==> config.mk <==
export PLATFORM = sky130hd
export DESIGN_NAME = accumulator_8bits
export DESIGN_NICKNAME = d
export VERILOG_FILES = /design/src/rtl/acc_pkg.sv /design/src/rtl/full_adder_8bits.sv /design/src/rtl/accumulator_8bits.sv
export SDC_FILE = /design/constraint.sdc
export NUM_CORES = 1
export LEC_CHECK = 0
export CAP_MARGIN = 30
export CORE_MARGIN = 2
export CORE_UTILIZATION = 50
export CTS_CLUSTER_SIZE = 14
export DETAILED_ROUTE_END_ITERATION = 16
export PLACE_DENSITY = 0.78
export SLEW_MARGIN = 20
export SYNTH_ARGS = -nofsm -noshare
export SYNTH_HDL_FRONTEND = slang
export SYNTH_SLANG_ARGS = --single-unit
export TNS_END_PERCENT = 1
==> constraint.sdc <==
create_clock -name clk -period 7.27 [get_ports clk]
set_input_delay 1.454 -clock clk [delete_from_list [all_inputs] [get_ports clk]]
set_output_delay 1.454 -clock clk [all_outputs]
set_load 0.02 [all_outputs]
==> src/rtl/acc_pkg.sv <==
// Shared encodings and constants for the 8-bit accumulation stage.
package acc_pkg;

    localparam int ACC_W = 8;
    localparam logic [ACC_W-1:0] ACC_MAX = 8'hFF;

    typedef enum logic [1:0] {
        ST_IDLE  = 2'd0,
        ST_ACCUM = 2'd1,
        ST_DONE  = 2'd2
    } state_t;

    // Sticky overflow merge: once a carry has been seen it stays seen.
    function automatic logic ovf_merge(input logic ovf_prev, input logic carry);
        return ovf_prev | carry;
    endfunction

endpackage

==> src/rtl/full_adder_8bits.sv <==
// 8-bit ripple-carry adder; purely combinational datapath for the accumulator.
module full_adder_8bits
    import acc_pkg::*;
(
    input  logic [ACC_W-1:0] n_1,
    input  logic [ACC_W-1:0] n_2,
    output logic [ACC_W-1:0] sum,
    output logic             cout
);

    logic [ACC_W:0] carry;

    assign carry[0] = 1'b0;

    for (genvar i = 0; i < ACC_W; i++) begin : g_bit
        logic half;
        assign half         = n_1[i] ^ n_2[i];
        assign sum[i]       = half ^ carry[i];
        assign carry[i+1]   = (n_1[i] & n_2[i]) | (carry[i] & half);
    end

    assign cout = carry[ACC_W];

endmodule

==> src/rtl/accumulator_8bits.sv <==
// Sums NUM_TERMS operands from a valid/ready stream and emits the total plus overflow.
// Optional ACC_SATURATE_EN: clamp the accumulator at 8'hFF after the first carry-out.
module accumulator_8bits
    import acc_pkg::*;
#(
    parameter int NUM_TERMS = 4,
    parameter int CNT_W     = 8
) (
    input  logic             clk,
    input  logic             rst,
    input  logic             clr,
    input  logic [ACC_W-1:0] in_data,
    input  logic             in_valid,
    output logic             in_ready,
    output logic [ACC_W-1:0] out_sum,
    output logic             out_ovf,
    output logic             out_valid,
    input  logic             out_ready
);

    state_t           state_q;
    logic [ACC_W-1:0] acc_q;
    logic [CNT_W-1:0] cnt_q;
    logic             ovf_q;

    logic [ACC_W-1:0] add_sum;
    logic             add_cout;
    logic [ACC_W-1:0] acc_nxt;
    logic             ovf_nxt;
    logic             accept;
    logic             last_term;

    full_adder_8bits u_add (
        .n_1  (acc_q),
        .n_2  (in_data),
        .sum  (add_sum),
        .cout (add_cout)
    );

    assign accept    = in_valid && in_ready;
    assign last_term = (cnt_q == CNT_W'(NUM_TERMS - 1));
    assign ovf_nxt   = ovf_merge(ovf_q, add_cout);

`ifdef ACC_SATURATE_EN
    // ovf_q doubles as the "already saturated" flag: it is only ever set together with a clamp.
    assign acc_nxt = (ovf_q || add_cout) ? ACC_MAX : add_sum;
`else
    assign acc_nxt = add_sum;
`endif

    always_ff @(posedge clk or posedge rst) begin
        if (rst) begin
            state_q   <= ST_IDLE;
            acc_q     <= '0;
            cnt_q     <= '0;
            ovf_q     <= 1'b0;
            in_ready  <= 1'b1;
            out_valid <= 1'b0;
            out_sum   <= '0;
            out_ovf   <= 1'b0;
        end else if (clr) begin
            state_q   <= ST_IDLE;
            acc_q     <= '0;
            cnt_q     <= '0;
            ovf_q     <= 1'b0;
            in_ready  <= 1'b1;
            out_valid <= 1'b0;
            out_sum   <= '0;
            out_ovf   <= 1'b0;
        end else begin
            case (state_q)
                ST_IDLE, ST_ACCUM: begin
                    if (accept) begin
                        acc_q <= acc_nxt;
                        ovf_q <= ovf_nxt;
                        cnt_q <= cnt_q + CNT_W'(1);
                        // In IDLE cnt is 0, so this also covers NUM_TERMS == 1.
                        if (last_term) begin
                            state_q   <= ST_DONE;
                            in_ready  <= 1'b0;
                            out_valid <= 1'b1;
                            out_sum   <= acc_nxt;
                            out_ovf   <= ovf_nxt;
                        end else begin
                            state_q <= ST_ACCUM;
                        end
                    end
                end
                ST_DONE: begin
                    if (out_ready) begin
                        state_q   <= ST_IDLE;
                        acc_q     <= '0;
                        cnt_q     <= '0;
                        ovf_q     <= 1'b0;
                        in_ready  <= 1'b1;
                        out_valid <= 1'b0;
                        out_sum   <= '0;
                        out_ovf   <= 1'b0;
                    end
                end
                default: begin
                    state_q   <= ST_IDLE;
                    acc_q     <= '0;
                    cnt_q     <= '0;
                    ovf_q     <= 1'b0;
                    in_ready  <= 1'b1;
                    out_valid <= 1'b0;
                    out_sum   <= '0;
                    out_ovf   <= 1'b0;
                end
            endcase
        end
    end

endmodule

# Word-level counts from Yosys, hierarchy flattened
# Index checks and enable logic that the tools add are counted.
# totals
elab_cells	91
input_bits	13
reg_bits	30
out_inout_bits	11
# op_classes
mux	33
n_reduce_logical	5
addsub	1
n_eq_ne	6
bitwise	38
# ops
cell	n
two-way mux 8 bit	8
one-hot mux 8 bit (2 select lines)	3
AND 1 bit	15
bitwise XOR 1 bit	15
two-way mux 1 bit	13
!= test 3 bit (second input constant)	3
adder 8 x 1 -> 8 bit (second input constant)	1
== test 8 x 2 -> 1 bit (second input constant)	1
two-way mux 2 bit	4
bitwise OR 1 bit	8
one-hot mux 1 bit (2 select lines)	4
one-hot mux 2 bit (2 select lines)	1
AND reduction 3 bit	1
== test 2 x 1 -> 1 bit (second input constant)	1
== test 2 bit (second input constant)	1
logical NOT 2 bit	1
AND reduction 2 bit	1
OR reduction 2 bit	1
logical AND 1 bit	1

# Depth between registers and ports, before layout
# depth
depth_word	20
ltp_mapped	12
ltp_nobuf	12

# Cells and area by module
# Synthesis repeated with hierarchy kept, for this count alone.
# hier_totals
cells_unflattened	144
hier_area_um2	1520.2
# by_module_without_submodules
mod	cells_each	area_each_um2	instances	seq_area_each_um2
accumulator_8bits	125	1322.5	1	752.0
full_adder_8bits	19	197.7	1	0.0

# Worst setup path after synthesis
# No wires, ideal clock.
# synth_timing
path_kind	in2reg
startpoint	input port in_data[0]
endpoint	register out_sum[7]
arrival_ps	4508
setup_time_ps	126
required_time_ps	7144
path_stages	11
setup_slack_ps	2636
path_buffers	0
path_cell_list	ha_1 > fa_1 > fa_1 > inv_1 > fa_1 > inv_1 > fa_1 > fa_1 > fa_1 > fa_1 > a221o_1
# synth_via
elab_chain_len	18
# synth_rtl
item	line	rtl
start: declaration	accumulator_8bits.sv:12	input logic [ACC_W-1:0] in_data,
AND 1 bit (2 in a row)	full_adder_8bits.sv:19	assign carry[i+1] = (n_1[i] & n_2[i]) | (carry[i] & half);
bitwise OR 1 bit	full_adder_8bits.sv:19	
AND 1 bit	full_adder_8bits.sv:19	
bitwise OR 1 bit	full_adder_8bits.sv:19	
AND 1 bit	full_adder_8bits.sv:19	
bitwise OR 1 bit	full_adder_8bits.sv:19	
AND 1 bit	full_adder_8bits.sv:19	
bitwise OR 1 bit	full_adder_8bits.sv:19	
AND 1 bit	full_adder_8bits.sv:19	
bitwise OR 1 bit	full_adder_8bits.sv:19	
AND 1 bit	full_adder_8bits.sv:19	
bitwise OR 1 bit	full_adder_8bits.sv:19	
bitwise XOR 1 bit	full_adder_8bits.sv:18	assign sum[i] = half ^ carry[i];
two-way mux 8 bit	accumulator_8bits.sv:78	if (last_term) begin
two-way mux 8 bit	accumulator_8bits.sv:73	if (accept) begin
one-hot mux 8 bit (2 select lines)	accumulator_8bits.sv:71	case (state_q)
two-way mux 8 bit	accumulator_8bits.sv:61	end else if (clr) begin
end signal: assignment	accumulator_8bits.sv:82	out_sum <= acc_nxt;
end: declaration	accumulator_8bits.sv:15	output logic [ACC_W-1:0] out_sum,
# Every way passes these cells. The select of a mux whose other input is x is not followed.
# A chain may end at the register's enable or synchronous reset.

# Worst setup path in the final report
# Ends and elaborated chain as after synthesis.

==> results.md <==
- Max transition margin: 51.4%
- Synth cell types: 37
- Die Y-Extent: 60.2 microns
- Commonest non-fill, non-tap cell in the layout: dfrtp_1
- Synth Area per Inst: 11.7 sq um
- Total wire length: 3.40 mm
- Met2 WL: 1.73 mm
- Combinational power share: 17.1%
- Largest net degree at the start of global routing: 31
- Share of cells above drive strength 1: 7.59%
- NetSw: 0.0928 mW
- Post-CTS Setup Inserts: 0
- Slew @ Worst Pin: 0.726 ns
- Initial antenna violation count: 0
- Post-DP HPWL: 2.36 mm
- Num rows: 20
- Final setup viols: 0
- Final Skew: 0.00664 ns
- Clock share of power: 28.7%
- Most frequent cells in the layout: 29 x dfrtp_1, 23 x clkdlybuf4s50_1
- Metal-1 WL: 1.50 mm
- Internal: 0.248 mW
- 1st-iter DRT viols: 58
- # hold bufs at CTS: 0
- Worst path arrival time: 5.03 ns
- Initial core utilization: 52.1%
- Syn nets: 157
- Area leader, netlist: dfrtp_1
- Clock H-tree levels: 2
- Final GP Congestion: 0.832
- CTS tree: built
- Maximum VDD drop: 0.000138 V
- PortBufs: 23
- Grt total ovfl: 0
- Setup crit start kind: input port
- Outcome: finished clean
- Final worst path period share: 66.2%
- Total GRT Usage: 22.4%
- Routed vias: 1210
- Die W: 60.2 microns
- RSZ-0062 raised after global routing: false
- Pre-antenna DRT Iters: 4
- Max Fclk: 0.208 GHz
- Clock transition at path regs: 0.09 ns
- Wire length of the first global-routing pass: 5.73 mm
- N_diodes: 0
- Sequential share of power: 54.2%
- P&R area growth vs syn: 19.1%
- Sequential-to-total area share from yosys stat: 47.7%
- CP Capture Type: register
- Synthesis-stage register bit count: 30
- Synthesized instance count: 135
- Switching Share: 27.3%
- PnR Total Power: 0.340 mW
- Cell Pwr Density: 181 mW/mm^2
- Hold Path Class: reg -> reg
- CTS Root Buffer Type: clkbuf_4
- Vias in the first global route: 1269
- Final ANT Viol Nets: 0
- Synth top area cells: dfrtp_1 46%, fa_1 8.9%, a221o_1 5.1%, o211a_1 5.1%, a22o_1 4.4%
- Worst skew pair latency: 0.32 ns
- Min cycle time layout: 4.81 ns
- Worst-path maximum fanout: 2
- Top layer in use: met4
- Fill count: 248
- Final Max Slew Viols: 0
- Design Area, Final: 0.00188 sq mm
- Area of the die: 0.00362 sq mm
- Layout Nets: 181
- Residual DRC count: 0
- I/O pin count: 24
- Share of the synthesized area in the top cell type: 46.0%
- Wire length per cell: 16.8 microns
- Pre-CTS setup slack: 2.07 ns
- Core ar.: 0.00303 sq mm
- Total negative setup slack: 0 ns
- CTS max path bufs: 2
- Worst setup margin: 2.46 ns
- Area post-placement: 0.00183 sq mm
- Hold Violations, Final: 0
- CTS buffer count: 5
- Cell Area, Synth: 0.00158 sq mm
- Post_cts resized: 0
- Vias/cell: 5.99
- LEAKAGE: 0.890 nW
- CP required: 7.48 ns
- Met3 WL: 156 microns
- Final Core Density: 62.0%
- Num Clock Sinks: 30
- Max_cap viols: 0
- Critical path type: in -> reg
- Yosys warns: 0
logic make-up (layout without fill, tap and decap cells):
| group | count (synthesis) | in the layout | synth area share (%) |
|---|---|---|---|
| adders and majority gates | 9 | 9 | 10.5 |
| DFF | 30 | 30 | 47.7 |
| muxes | 1 | 1 | 0.714 |
| and+or+nand+nor | 34 | 34 | 13.7 |
| buffers and inverters | 16 | 39 | 4.84 |
| xor gates and xnor gates | 1 | 1 | 0.556 |
| AOI/OAI and AO/OA | 44 | 44 | 22.1 |
flip-flops by register name (all words and copies together) (netlist names):
name and count:
out_valid 1, ovf_q 1, cnt_q 8, out_sum 8
state_q 2, out_ovf 1, acc_q 8, in_ready 1
worst paths after layout:
check	to	depth (start not counted)	slack (ns)	start
setup / recovery	out_sum[7]	12	2.46	in_data[0]
hold / removal	acc_q[3]	1	0.52	acc_q[3]
setup reg to reg	out_sum[7]	11	3.63	acc_q[0]
hold reg to reg	acc_q[3]	1	0.52	acc_q[3]
max in group asynchronous	acc_q[7]	2	5.34	rst
min in group asynchronous	out_valid	2	1.52	rst
worst max-delay path, cell delays in order:
cell	delay, ns
clkdlybuf4s50_1	0.41
ha_1	0.21
fa_1	0.37
fa_1	0.36
inv_1	0.07
fa_1	0.15
inv_1	0.04
fa_1	0.37
fa_1	0.38
fa_1	0.40
fa_1	0.48
a221o_1	0.33
cells in the mapped netlist, drive strengths merged:
library cell  instances
dfrtp                29
inv                   9
a21oi                 8
a221o                 8
a22o                  8
o211a                 8
fa                    7
buf                   6
o21ai                 6
nand2                 5
nand3                 4
nor2                  4
or3                   4
nand4                 3
nand4b                3
and3                  2
ha                    2
nor4b                 2
o31ai                 2
or4                   2
a21o                  1
and3b                 1
clkbuf                1
dfstp                 1
mux2                  1
nand3b                1
nor3                  1
nor4bb                1
o2111ai               1
o211ai                1
o41ai                 1
or4b                  1
xor2                  1
power by group through the flow:
stage	clock [mW]	combinational (mW)	sequential, mW
2_1_floorplan	0	0.0357	0.187
3_3_place_gp	0	0.0560	0.187
3_5_place_dp	0	0.0578	0.188
4_1_cts	0.0998	0.0587	0.184
5_1_grt	0.109	0.0662	0.186
6_report	0.0977	0.0583	0.184
stage by stage:
| stage | hold WS, ns | instances |
|---|---|---|
| floorplan | 0.463 | 135 |
| global placement | 0.490 | 196 |
| detailed placement | 0.498 | 196 |
| CTS | 0.519 | 202 |
| global route | 0.550 | 202 |
| finish | 0.519 | 202 |
area by class of cell:
type / count / area, sq um / share of cell area [%]
well taps: 44 / 55.1 / 2.93
repair buffers: 24 / 238 / 12.7
inverters: 9 / 33.8 / 1.80
multi-input cells: 89 / 748 / 39.8
clock buffers: 6 / 51.3 / 2.73
flip-flops and latches: 30 / 752 / 40.0
layer usage:
layer	vias up	GRT usage, %
li1	567	-
met1	612	26.1
met2	29	37.0
met3	2	8.23
met4	0	9.21
met5	-	0
(Power assumes the default switching activity.)
==> edit 1, RTL diff (config.mk and constraints unchanged) <==
Register the output `out_ovf` once more; this adds one clock of latency there. The other outputs are not delayed to match.
--- a/src/rtl/accumulator_8bits.sv
+++ b/src/rtl/accumulator_8bits.sv
@@ -18,4 +18,6 @@
     input  logic             out_ready
 );
+
+    logic out_ovf_s0;
 
     state_t           state_q;
@@ -58,5 +60,5 @@
             out_valid <= 1'b0;
             out_sum   <= '0;
-            out_ovf   <= 1'b0;
+            out_ovf_s0 <= 1'b0;
         end else if (clr) begin
             state_q   <= ST_IDLE;
@@ -67,5 +69,5 @@
             out_valid <= 1'b0;
             out_sum   <= '0;
-            out_ovf   <= 1'b0;
+            out_ovf_s0 <= 1'b0;
         end else begin
             case (state_q)
@@ -81,5 +83,5 @@
                             out_valid <= 1'b1;
                             out_sum   <= acc_nxt;
-                            out_ovf   <= ovf_nxt;
+                            out_ovf_s0 <= ovf_nxt;
                         end else begin
                             state_q <= ST_ACCUM;
@@ -96,5 +98,5 @@
                         out_valid <= 1'b0;
                         out_sum   <= '0;
-                        out_ovf   <= 1'b0;
+                        out_ovf_s0 <= 1'b0;
                     end
                 end
@@ -107,5 +109,5 @@
                     out_valid <= 1'b0;
                     out_sum   <= '0;
-                    out_ovf   <= 1'b0;
+                    out_ovf_s0 <= 1'b0;
                 end
             endcase
@@ -113,4 +115,8 @@
     end
 
+    always_ff @(posedge clk) begin
+        out_ovf <= out_ovf_s0;
+    end
+
 endmodule
 
Formal check against the unedited RTL: not equivalent (a bounded check fails within 10 cycles, from zero or initial values and one cycle with rst high).
==> edit 1 against the unedited design <==
Clock skew up 0.0071 ns. Non-clock buffer count grew 2. Via count down 0.25%. Total power grew 4.3%. Synthesized area grew 5.0%. Die area is 4.7% higher. Combinational power grew 20%. Worst setup slack got worse by 0.13 ns. Sequential cell count increased by 1. Cell area up 4.3%. Routed wire length fell by 5.4%. Sequential power is 4% higher. Sequential share of layout area down 0.64 points.
==> edit 1: results (changes against the unedited design) <==
| Metric | Value |
|---|---|
| Run status | complete, no violations |
| Synthesized netlist cell count | 148 (+9.6%) |
| Vias | 1207 (-0.25%) |
| Yosys cell types | 38 (+2.7%) |
| Final nets | 194 (+7.2%) |
| Asr flop ratio synth | 96.8% (-3.2 points) |
| Instance area after placement | 1910 um^2 (+4.5%) |
| Adder-Cell Fraction of Synth Area | 9.98% (-0.50 points) |
| Synth Area in XOR/XNOR | 0.529% (-0.026 points) |
| Met3 Track Usage GR | 5.88% (-2.3 points) |
| # placed instances | 209 (+6.6%) |
| Global routing met1 resource utilization | 28.3% (+2.2 points) |
| Worst VDD drop | 0.104 mV (-24%) |
| Final wirelength | 3.22 mm (-5.4%) |
| Leak | 0.000856 uW (-3.8%) |
| Synth top area cells | dfrtp_1, fa_1, o22ai_2 |
| Global-route wire length before repair | 5.60 mm (-2.2%) |
| Final cell count without fillers | 217 (+7.4%) |
| Pwr/cell area | 181 nW/um^2 (about the same) |
| Post-synthesis sequential area ratio | 46.6% (-1.1 points) |
| Total Routing Usage GR | 20.6% (-1.8 points) |
| Post-synth top cells | dfrtp_1, inv_1, a21o_1, nor4b_1, nand4_1 |
| Critical path arrival | 5.22 ns (+0.19 ns) |
| Compound-Gate Fraction of Synth Area | 15.8% (-6.3 points) |
| Syn Nets | 170 (+8.3%) |
| Met2 Use GR | 31.3% (-5.7 points) |
## edit 1: stage by stage
step,setup WS [ns],hold slack [ns]
2_1_floorplan,2.65,0.347
5_1_grt,2.25,0.388
6_report,2.33,0.379
3_5_place_dp,2.01,0.356
4_1_cts,2.35,0.378
3_3_place_gp,2.14,0.359
## edit 1: logic make-up (layout without fill, tap and decap cells)
logic type | after synthesis | count (layout)
and+or+nand+nor | 46 | 46
xor gates and xnor gates | 1 | 1
DFF | 31 | 31
AOI/OAI and AO/OA | 33 | 33
adders and majority gates | 9 | 9
buffers and inverters | 25 | 50
muxes | 3 | 3
## edit 1: final timing paths
check | start | endpoint | cells past startpoint
worst max-delay path | in_data[0] | acc_q[7] | 13
min in group asynchronous | rst | out_sum[4] | 2
worst min-delay path | out_ovf_s0 | out_ovf | 0
worst min register to register | out_ovf_s0 | out_ovf | 0
worst max register to register | acc_q[0] | acc_q[7] | 12
max in group asynchronous | rst | acc_q[0] | 3
## edit 1: layer usage
layer | up-vias | share of wire, % | wire length (um)
li1 | 579 | - | -
met1 | 603 | 48 | 1530
met2 | 19 | 47 | 1520
met3 | 6 | 3.6 | 116
met4 | 0 | 1.6 | 51
met5 | - | 0 | 0
## edit 1: final cells by class
class / count / share of cell area (%)
Timing Repair Buffer: 26 / 13.2
Multi-Input combinational cell: 92 / 39.0
Clock buffer: 7 / 2.30
Tap cell: 44 / 2.81
Inverter: 16 / 3.07
Clock inverter: 1 / 0.255
Sequential cell: 31 / 39.4
## edit 1: power by group
group | switching (uW) | internal (uW) | total (uW)
logic | 35.7 | 34.5 | 70.1
registers | 8.28 | 183 | 191
clock network | 56.3 | 37.6 | 93.9
==> edit 2, RTL diff (config.mk and constraints unchanged) <==
Made on the original files. `CNT_W`: 8 -> 6.
--- a/src/rtl/accumulator_8bits.sv
+++ b/src/rtl/accumulator_8bits.sv
@@ -5,5 +5,5 @@
 #(
     parameter int NUM_TERMS = 4,
-    parameter int CNT_W     = 8
+    parameter int CNT_W     = 6
 ) (
     input  logic             clk,
Formal check against the unedited RTL: no difference found for any inputs over 4 cycles, from zero or initial values and one cycle with rst high; that may be too few to reach the edited logic, so the function may still have changed.
==> edit 2 against the unedited design <==
The flow now finishes with violations (DRC). Via count is 10% lower. Routed wire length is 11% lower. Cell area is 4.7% lower. Non-clock buffer count stayed put. Synthesized area is 5.2% lower. Sequential cell count is 2 lower. Worst setup slack better by 0.064 ns. Total power is 8.5% lower. Clock power is 19% lower. Fmax is 1.3% higher. Critical path type unchanged.
==> edit 2: results (changes against the unedited design) <==
| Metric | Value |
|---|---|
| Mux contribution to synthesized area | 6.86% (+6.1 points) |
| Leak | 0.000830 uW (-6.7%) |
| Total Routing Usage GR | 19.9% (-2.5 points) |
| Worst VDD drop | 0.0950 mV (-31%) |
| Hpwl dp | 2.22 mm (-6.2%) |
| H-tree Lvls | 1 (-1) |
| Worst Setup EP | acc_q[7] |
| Initial detailed-routing violation count | 63 (+8.6%) |
| Critical path arrival | 4.99 ns (-0.04 ns) |
| DRT Pass-1 Iters | 10 (+6) |
| Placer congestion estimate | 0.810 (-2.6%) |
| Number of global-route vias before repair | 1059 (-17%) |
| DRC violations left | 2 (+2) |
| Largest net degree at the start of global routing | 22 (-29%) |
| Hold path endpoint | ovf_q |
| Syn Nets | 149 (-5.1%) |
| Final wirelength | 3.02 mm (-11%) |
| Final nets | 172 (-5.0%) |
| DR vias/cell | 6.03 (+0.63%) |
| Area grow syn2layout | 19.7% |
| Layout cells sized above 1 | 8.05% (+0.46 points) |
| Instance area after placement | 1750 um^2 (-4.0%) |
| Post-synthesis sequential area ratio | 46.9% (-0.75 points) |
| Min-delay src | ovf_q |
| Internal | 225 uW (-9.0%) |
| Adder-Cell Fraction of Synth Area | 11.0% (+0.57 points) |
| CTS Buf Count | 3 (-2) |
| Clock Skews | 0.00409 ns (-0.00255 ns) |
| CP max stage delay | 0.46 ns (-0.02 ns) |
| CTS Buffer Depth | 2 (unchanged) |
| Post_cts resized | 0 (unchanged) |
| Delay-heaviest family, CP | adder cells |
| Compound-Gate Fraction of Synth Area | 10.1% (-12 points) |
| Registers with the most flip-flops | acc_q x8, out_sum x8, cnt_q x6 |
| Hold Crit Class | register to register |
| Port-buffer cells | 23 (unchanged) |
| Synth Area in XOR/XNOR | 0.586% (+0.030 points) |
| Clk root buf | clkbuf_4 |
| Post-synth top cells | dfrtp_1, nand2_1, nand3b_1 |
| Filler Cell Count | 237 (-4.4%) |
| Yosys top cell area share | 45.2% (-0.84 points) |
| Run status | finished with violations |
| Crit. Startpoint | in_data[0] |
| Max_slew headroom | 58.5% (+7.1 points) |
| Global-route wire length before repair | 5.11 mm (-11%) |
| Violated checks | DRC |
| Clock slew at reported path FFs | 0.15 ns (+0.06 ns) |
| Yosys cell types | 36 (-2.7%) |
| Hold depth | 2 (+1) |
| Synth top area cells | dfrtp_1, fa_1, mux2i_1 |
| Initial antenna violation count | 0 (unchanged) |
| Diode count | 0 (unchanged) |
| Flop2flop setup slack | 3.64 ns (about the same) |
[edit 2: cell type report]
cell class | count | area share, %
Clock buffer | 4 | 2.03
Tap cell | 31 | 2.17
Inverter | 6 | 1.26
Multi-Input combinational cell | 87 | 40.9
Timing Repair Buffer | 24 | 14.4
Sequential cell | 28 | 39.2
[edit 2: stage by stage]
| step | util [%] | setup WS (ns) | instances | hold slack, ns |
|---|---|---|---|---|
| 6_report | 63.8 | 2.52 | 180 | 0.515 |
| 5_1_grt | 63.8 | 2.44 | 180 | 0.551 |
| 4_1_cts | 63.8 | 2.51 | 180 | 0.522 |
| 3_5_place_dp | 62.5 | 2.15 | 176 | 0.488 |
| 3_3_place_gp | 61.5 | 2.27 | 175 | 0.484 |
| 2_1_floorplan | - | 2.75 | 127 | 0.463 |
[edit 2: power groups by stage]
stage	Combinational [uW]	Sequential, uW	Clock [uW]
floorplan	38.2	174	0
global placement	57.3	174	0
detailed placement	60.8	175	0
CTS	61.7	172	78.6
global route	67.8	173	85.7
finish	60.8	172	78.7
[edit 2: layer usage]
| metal | wire (um) | part of all wire [%] | up-vias | track usage (%) |
|---|---|---|---|---|
| met3 | 176 | 5.8 | 5 | 2.64 |
| met2 | 1340 | 44 | 37 | 29.5 |
| met1 | 1460 | 48 | 543 | 30.7 |
| met4 | 39 | 1.3 | 0 | 5.84 |
| met5 | 0 | 0 | - | 0 |
| li1 | - | - | 500 | - |
[edit 2: kinds of logic (layout without fill, tap and decap cells)]
logic type               count (synthesis)  in the layout
AND/OR/NAND/NOR                         45             45
flip-flops                              28             28
AO/OA/AOI/OAI                           22             22
buffers and inverters                   12             34
multiplexers                            10             10
adder cells (fa/ha/maj)                  9              9
XOR/XNOR                                 1              1
